## config.mk

```make
export PLATFORM = sky130hd
export DESIGN_NAME = btn_debounce_flat
export DESIGN_NICKNAME = d
export VERILOG_FILES = /design/src/rtl/btn_pkg.sv /design/src/rtl/btn_debounce_if.sv /design/src/rtl/btn_debounce_ch.sv /design/src/rtl/btn_debounce.sv /design/src/flat_wrapper.sv
export SDC_FILE = /design/constraint.sdc
export NUM_CORES = 1
export LEC_CHECK = 0
export BUFFER_PORTS_ARGS = -buffer_cell sky130_fd_sc_hd__buf_4
export CAP_MARGIN = 30
export CORE_MARGIN = 10
export CORE_UTILIZATION = 25
export CTS_CLUSTER_DIAMETER = 150
export CTS_CLUSTER_SIZE = 28
export DETAILED_ROUTE_END_ITERATION = 8
export GPL_ROUTABILITY_DRIVEN = 0
export GPL_TIMING_DRIVEN = 0
export PLACE_DENSITY = 0.5
export SLEW_MARGIN = 15
export SYNTH_ARGS = -nofsm -noshare
export SYNTH_HDL_FRONTEND = slang
export SYNTH_SLANG_ARGS = --single-unit
```

## constraint.sdc

```tcl
create_clock -name clk -period 4.04 [get_ports clk]
set_input_delay 0.606 -clock clk [delete_from_list [all_inputs] [get_ports clk]]
set_output_delay 0.606 -clock clk [all_outputs]
set_load 0.02 [all_outputs]
```

## src/rtl/btn_pkg.sv

```systemverilog
// Shared constants, the counter-width helper and the repeat phase type
// for the push-button debounce front end.
package btn_pkg;

   localparam int DEBOUNCE_CYCLES_100MHZ = 1_000_000;
   localparam int REPEAT_DELAY_100MHZ    = 50_000_000;
   localparam int REPEAT_PERIOD_100MHZ   = 10_000_000;
   localparam int SYNC_STAGES_DEF        = 2;

   typedef enum logic {
      RPT_DELAY,
      RPT_PERIOD
   } rpt_phase_e;

   function automatic int cnt_width(input int n);
      return (n > 1) ? $clog2(n) : 1;
   endfunction

endpackage

```

## src/rtl/btn_debounce_if.sv

```systemverilog
// Button bundle between the raw board inputs and the debounced outputs.
// master drives btn_raw; slave (the debouncer) drives the clean outputs.
interface btn_debounce_if #(
   parameter int N_BTN = 4
);

   logic [N_BTN-1:0] btn_raw;
   logic [N_BTN-1:0] btn_level;
   logic [N_BTN-1:0] btn_press;
   logic [N_BTN-1:0] btn_release;

   modport master (
      output btn_raw,
      input  btn_level,
      input  btn_press,
      input  btn_release
   );

   modport slave (
      input  btn_raw,
      output btn_level,
      output btn_press,
      output btn_release
   );

endinterface

```

## src/rtl/btn_debounce_ch.sv

```systemverilog
// One button channel: synchroniser, debounce counter, level/pulse regs.
// BTN_AUTOREPEAT_EN adds a repeat counter that re-fires press while held.
module btn_debounce_ch
   import btn_pkg::*;
#(
   parameter int SYNC_STAGES     = SYNC_STAGES_DEF,
   parameter int DEBOUNCE_CYCLES = DEBOUNCE_CYCLES_100MHZ,
   parameter int REPEAT_DELAY    = REPEAT_DELAY_100MHZ,
   parameter int REPEAT_PERIOD   = REPEAT_PERIOD_100MHZ
) (
   input  logic clk,
   input  logic rst_n,
   input  logic raw,
   output logic level,
   output logic press,
   output logic rls
);

   localparam int CW = cnt_width(DEBOUNCE_CYCLES);
   localparam logic [CW-1:0] CNT_MAX = CW'(DEBOUNCE_CYCLES - 1);

   logic [SYNC_STAGES-1:0] sync_q;
   logic [CW-1:0]          cnt_q;
   logic                   sync;
   logic                   accept;
   logic                   rpt_due;

   assign sync   = sync_q[SYNC_STAGES-1];
   assign accept = (sync != level) && (cnt_q == CNT_MAX);

   always_ff @(posedge clk or negedge rst_n) begin
      if (!rst_n) begin
         sync_q <= '0;
      end else begin
         sync_q <= {sync_q[SYNC_STAGES-2:0], raw};
      end
   end

   // cnt only advances while sync disagrees, so it never passes CNT_MAX
   always_ff @(posedge clk or negedge rst_n) begin
      if (!rst_n) begin
         cnt_q <= '0;
         level <= 1'b0;
      end else if (sync == level) begin
         cnt_q <= '0;
      end else if (cnt_q == CNT_MAX) begin
         cnt_q <= '0;
         level <= sync;
      end else begin
         cnt_q <= cnt_q + 1'b1;
      end
   end

   always_ff @(posedge clk or negedge rst_n) begin
      if (!rst_n) begin
         press <= 1'b0;
         rls   <= 1'b0;
      end else begin
         press <= (accept && sync) || rpt_due;
         rls   <= accept && !sync;
      end
   end

`ifdef BTN_AUTOREPEAT_EN
   localparam int RW = cnt_width(
      (REPEAT_DELAY > REPEAT_PERIOD) ? REPEAT_DELAY : REPEAT_PERIOD);
   localparam logic [RW-1:0] RPT_FIRST = RW'(REPEAT_DELAY - 1);
   localparam logic [RW-1:0] RPT_NEXT  = RW'(REPEAT_PERIOD - 1);

   rpt_phase_e    phase_q;
   logic [RW-1:0] rpt_q;
   logic [RW-1:0] rpt_lim;

   assign rpt_lim = (phase_q == RPT_PERIOD) ? RPT_NEXT : RPT_FIRST;
   // an accepted release wins over a repeat landing on the same edge
   assign rpt_due = level && !accept && (rpt_q == rpt_lim);

   always_ff @(posedge clk or negedge rst_n) begin
      if (!rst_n) begin
         phase_q <= RPT_DELAY;
         rpt_q   <= '0;
      end else if (!level || accept) begin
         phase_q <= RPT_DELAY;
         rpt_q   <= '0;
      end else if (rpt_due) begin
         phase_q <= RPT_PERIOD;
         rpt_q   <= '0;
      end else begin
         rpt_q   <= rpt_q + 1'b1;
      end
   end
`else
   logic unused_rpt;

   assign unused_rpt = ^{REPEAT_DELAY, REPEAT_PERIOD};
   assign rpt_due    = 1'b0;
`endif

endmodule

```

## src/rtl/btn_debounce.sv

```systemverilog
// Push-button front end: N_BTN independent debounce channels.
// Define BTN_AUTOREPEAT_EN to enable auto-repeat press pulses.
module btn_debounce
   import btn_pkg::*;
#(
   parameter int N_BTN           = 4,
   parameter int SYNC_STAGES     = SYNC_STAGES_DEF,
   parameter int DEBOUNCE_CYCLES = DEBOUNCE_CYCLES_100MHZ,
   parameter int REPEAT_DELAY    = REPEAT_DELAY_100MHZ,
   parameter int REPEAT_PERIOD   = REPEAT_PERIOD_100MHZ
) (
   input  logic          clk,
   input  logic          rst_n,
   btn_debounce_if.slave bus
);

   logic [N_BTN-1:0] level;
   logic [N_BTN-1:0] press;
   logic [N_BTN-1:0] rls;

   for (genvar i = 0; i < N_BTN; i++) begin : g_ch
      btn_debounce_ch #(
         .SYNC_STAGES     (SYNC_STAGES),
         .DEBOUNCE_CYCLES (DEBOUNCE_CYCLES),
         .REPEAT_DELAY    (REPEAT_DELAY),
         .REPEAT_PERIOD   (REPEAT_PERIOD)
      ) u_ch (
         .clk   (clk),
         .rst_n (rst_n),
         .raw   (bus.btn_raw[i]),
         .level (level[i]),
         .press (press[i]),
         .rls   (rls[i])
      );
   end

   assign bus.btn_level   = level;
   assign bus.btn_press   = press;
   assign bus.btn_release = rls;

endmodule

```

## src/flat_wrapper.sv

```systemverilog
// flat-port wrapper written by rule: the top's interface ports become plain ports
module btn_debounce_flat import btn_pkg::*;
#(
   parameter int N_BTN           = 4,
   parameter int SYNC_STAGES     = SYNC_STAGES_DEF,
   parameter int DEBOUNCE_CYCLES = DEBOUNCE_CYCLES_100MHZ,
   parameter int REPEAT_DELAY    = REPEAT_DELAY_100MHZ,
   parameter int REPEAT_PERIOD   = REPEAT_PERIOD_100MHZ
)
  (clk, rst_n, bus_btn_raw, bus_btn_level, bus_btn_press, bus_btn_release);
  btn_debounce_if #(.N_BTN(N_BTN)) bus_i ();
  input  logic clk;
  input  logic rst_n;
  input wire logic [$bits(bus_i.btn_raw)-1:0] bus_btn_raw;
  output wire logic [$bits(bus_i.btn_level)-1:0] bus_btn_level;
  output wire logic [$bits(bus_i.btn_press)-1:0] bus_btn_press;
  output wire logic [$bits(bus_i.btn_release)-1:0] bus_btn_release;
  assign bus_i.btn_raw = bus_btn_raw;
  assign bus_btn_level = bus_i.btn_level;
  assign bus_btn_press = bus_i.btn_press;
  assign bus_btn_release = bus_i.btn_release;
  btn_debounce #(.N_BTN(N_BTN), .SYNC_STAGES(SYNC_STAGES), .DEBOUNCE_CYCLES(DEBOUNCE_CYCLES), .REPEAT_DELAY(REPEAT_DELAY), .REPEAT_PERIOD(REPEAT_PERIOD)) u_core (.clk(clk), .rst_n(rst_n), .bus(bus_i));
endmodule
```

==> results.py <==
metrics = {
    "outcome": {
        "status": "complete, no violations",
    },
    "pwr": {
        "power_switching_mw": 0.4171,
        "cellInternalPower_mw": 1.591,
        "p_comb_share_pct": 3.1,
        "switching_share_pct": 20.77,
        "seqPwrFrac_pct": 51.2,
        "max-vdd-ir-drop_uv": 236.4,
        "total_leakage_power_nw": 2.190,
        "power_frac_clock_pct": 45.7,
        "power_mw": 2.008,
        "power_density_nw_per_um2": 362.0,
    },
    "placed_design": {
        "pre_cts_ws_ns": 1.520,
        "hpwl_mm": 6.434,
        "port_buffers": 17,
    },
    "clock_tree": {
        "cts.htree.levels": 3,
        "clk_path_buf_depth": 2,
        "clk_pin_slew_ns": 0.07,
        "cts_sinks": 100,
        "post_cts_buffers": 0,
        "cts-root-buf": "clkbuf_16",
        "clock_latency_ns": 0.34,
        "cts_inserted_buffers": 9,
        "cts_tree": "yes",
        "cts_resized": 0,
        "ctsHoldBuffers": 0,
    },
    "grt": {
        "grt_first_pass_wirelength_mm": 16.42,
        "grt_max_degree": 101,
        "antenna_found_initial": 0,
        "grt.overflow.total": 0,
        "first_global_vias": 3441,
        "grt_usage_pct": 8.013,
    },
    "critical_path": {
        "cp_top_family": "simple AND/OR/NAND/NOR gates",
        "crit_path_start_kind": "flop",
        "cp.arrival_ns": 2.79,
        "critPathBufInv": 1,
        "path_class": "reg -> reg",
        "crit_start": "u_core.g_ch[0].u_ch.cnt_q[0]",
        "required_ns": 4.27,
        "r2r-start": "u_core.g_ch[0].u_ch.cnt_q[0]",
        "cp_cell_sequence": "ha_1, nand3_1, or4_4, o31ai_4, buf_4, nor2_1",
        "critPathMaxStageDelay_ns": 0.68,
        "rr_worst_depth": 6,
        "slowest_stage": "or4_4",
        "cp.depth": 6,
        "endpoint_kind": "flop",
        "cp_max_fo": 10,
    },
    "timing": {
        "clock_skew_ns": 0.005181,
        "min_period_ns": 2.557,
        "tightest_slew_ns": 0.7159,
        "max_freq_ghz": 0.3910,
        "rsz0062_at_grt": "false",
        "maxSlewHeadroom_pct": 51.99,
        "drv_slew": 0,
        "period_share_pct": 63.30,
        "setup_ws_ns": 1.483,
        "setup-violations-final": 0,
        "hold_violations": 0,
        "tns_ns": 0,
        "whs_ns": 0.09824,
    },
    "job": {
        "maxCapViolations": 0,
    },
    "synth": {
        "synth_edf_count": 0,
        "synth.avg_cell_area_um2": 10.25,
        "mappedNetlistArea_um2": 4778,
        "netlist-cell-type-count": 43,
        "syn-instance-count": 466,
        "ys_ff_latch": 100,
        "yosysWarnings": 0,
        "synthesis.nets": 476,
        "ys.flop_type": "dfrtp_1",
        "seq_area_frac_synth_pct": 52.37,
        "async_flop_share_pct": 100.0,
    },
    "route": {
        "post-route-drc-count": 0,
        "vias": 3397,
        "viasPerCell": 4.628,
        "wirelength_mm": 9.419,
        "drtIter0Drc": 195,
        "avgRoutedWirePerCell_um": 12.83,
        "final_antenna_net_count": 0,
        "first_pass_iters": 5,
    },
    "min_path": {
        "hold_class": "in -> async",
    },
    "floorplan": {
        "start_util_pct": 25.46,
        "placementRows": 50,
        "dieWidth_um": 158.3,
        "dieArea_um2": 25040,
        "num_io_pins": 18,
        "die_y_um": 158.3,
        "core_region_area_um2": 18770,
    },
    "finish": {
        "fin_nets": 505,
        "area_growth_pct": 16.10,
        "fill_cells": 1957,
        "diodes": 0,
        "drive_above_1_share_pct": 13.00,
    },
}
## worst reg2reg max path, delay by kind of cell, from the launching register on
kind,cells,cell delay [ns]
compound gates,1,0.52
simple gates,3,1.07
flops,1,0.39
buf+inv,1,0.27
fa+ha+maj,1,0.20
## layout by cell type, fill, tap and decap left out, types with 3 or more instances in the layout
cell type  Yosys  layout
a21oi_1       19      19
and2_1         4       4
and3_1         9       9
buf_4         13      29
clkbuf_1       6       7
clkbuf_16      0       9
clkinv_2       0       3
dfrtp_1      100     100
ha_1           4       4
inv_1         14      14
mux2_2         3       3
nand2_1       23      23
nand3_1       24      24
nand3b_1       4       4
nand4_1       18      18
nand4b_1       3       3
nor2_1        63      63
nor3_1        12      12
nor3b_1        8       8
nor4_1        14      14
o21ai_0        9       9
o31ai_1       10      10
or2_2          4       4
or3_1          8       8
or4_1         15      15
xnor2_1       42      42
xor2_1        14      14
## state kept, by name, indices dropped and copies added, names as in the netlist
| name | flops |
|---|---|
| u_core.g_ch.u_ch.cnt_q | 80 |
| u_core.g_ch.u_ch.level | 4 |
| u_core.g_ch.u_ch.press | 4 |
| u_core.g_ch.u_ch.rls | 4 |
| u_core.g_ch.u_ch.sync_q | 8 |
## cell type report
cell class                      instances  area [µm²]  share of cell area, %
Clock buffer                           11       242.7                  4.375
Timing Repair Buffer                   18       158.9                  2.864
Buffer                                 20       125.1                  2.255
Inverter                               14       52.55                 0.9472
Multi-Input combinational cell        332        2098                  37.82
Tap cell                              234       292.8                  5.277
Sequential cell                       100        2502                  45.11
Clock inverter                          5       75.07                  1.353
## stage by stage
step	area, µm²	util [%]	instances
global placement	5199	27.70	717
detailed placement	5202	27.72	717
finish	5548	29.56	734
floorplan	4778	-	466
global route	5548	29.56	734
CTS	5520	29.41	733
## cell usage after synthesis (9+ instances only)
master	n	share of area (%)
dfrtp_1	100	52
nor2_1	63	4.9
xnor2_1	42	7.7
nand3_1	24	2.5
nand2_1	23	1.8
a21oi_1	19	2.0
nand4_1	18	2.4
or4_1	15	2.4
inv_1	14	1.1
nor4_1	14	1.8
xor2_1	14	2.6
buf_4	13	2.0
nor3_1	12	1.3
o31ai_1	10	1.6
and3_1	9	1.2
o21ai_0	9	0.94
## cell families (layout without fill, tap and decap cells)
logic type                 Yosys count  after routing  share of synthesized area [%]
xor gates and xnor gates            56             56                          10.26
DFF                                100            100                          52.37
adders and majority gates            4              4                          1.047
muxes                                4              4                          1.021
AOI/OAI and AO/OA                   44             44                          6.022
and+or+nand+nor                    224            224                          25.56
buffers and inverters               34             68                          3.718
## power by group through the flow
stage | registers [mW] | clock network, mW | logic, mW
after detailed placement | 1.05 | 0 | 0.0605
after floorplan | 1.04 | 0 | 0.0269
after global placement | 1.05 | 0 | 0.0589
final | 1.03 | 0.919 | 0.0613
after CTS | 1.03 | 0.960 | 0.0607
after global routing | 1.03 | 0.994 | 0.0701
## per-layer routing
| layer | part of all wire, % | GRT usage (%) | vias to the layer above |
|---|---|---|---|
| met3 | 4.4 | 2.671 | 8 |
| met5 | 0 | 0 | - |
| met2 | 43 | 11.95 | 46 |
| li1 | - | - | 1693 |
| met1 | 51 | 10.63 | 1650 |
| met4 | 1.1 | 2.691 | 0 |
## path summary, 6_finish.rpt
check	slack, ns	to
min in group clk	0.35	u_core.g_ch[2].u_ch.sync_q[1]
max reg2reg	1.48	u_core.g_ch[0].u_ch.cnt_q[9]
min	0.1	u_core.g_ch[3].u_ch.cnt_q[17]
min reg2reg	0.35	u_core.g_ch[2].u_ch.sync_q[1]
max in group asynchronous	3.28	u_core.g_ch[0].u_ch.cnt_q[12]
max	1.48	u_core.g_ch[0].u_ch.cnt_q[9]
Power figures use the tool's default switching activity.
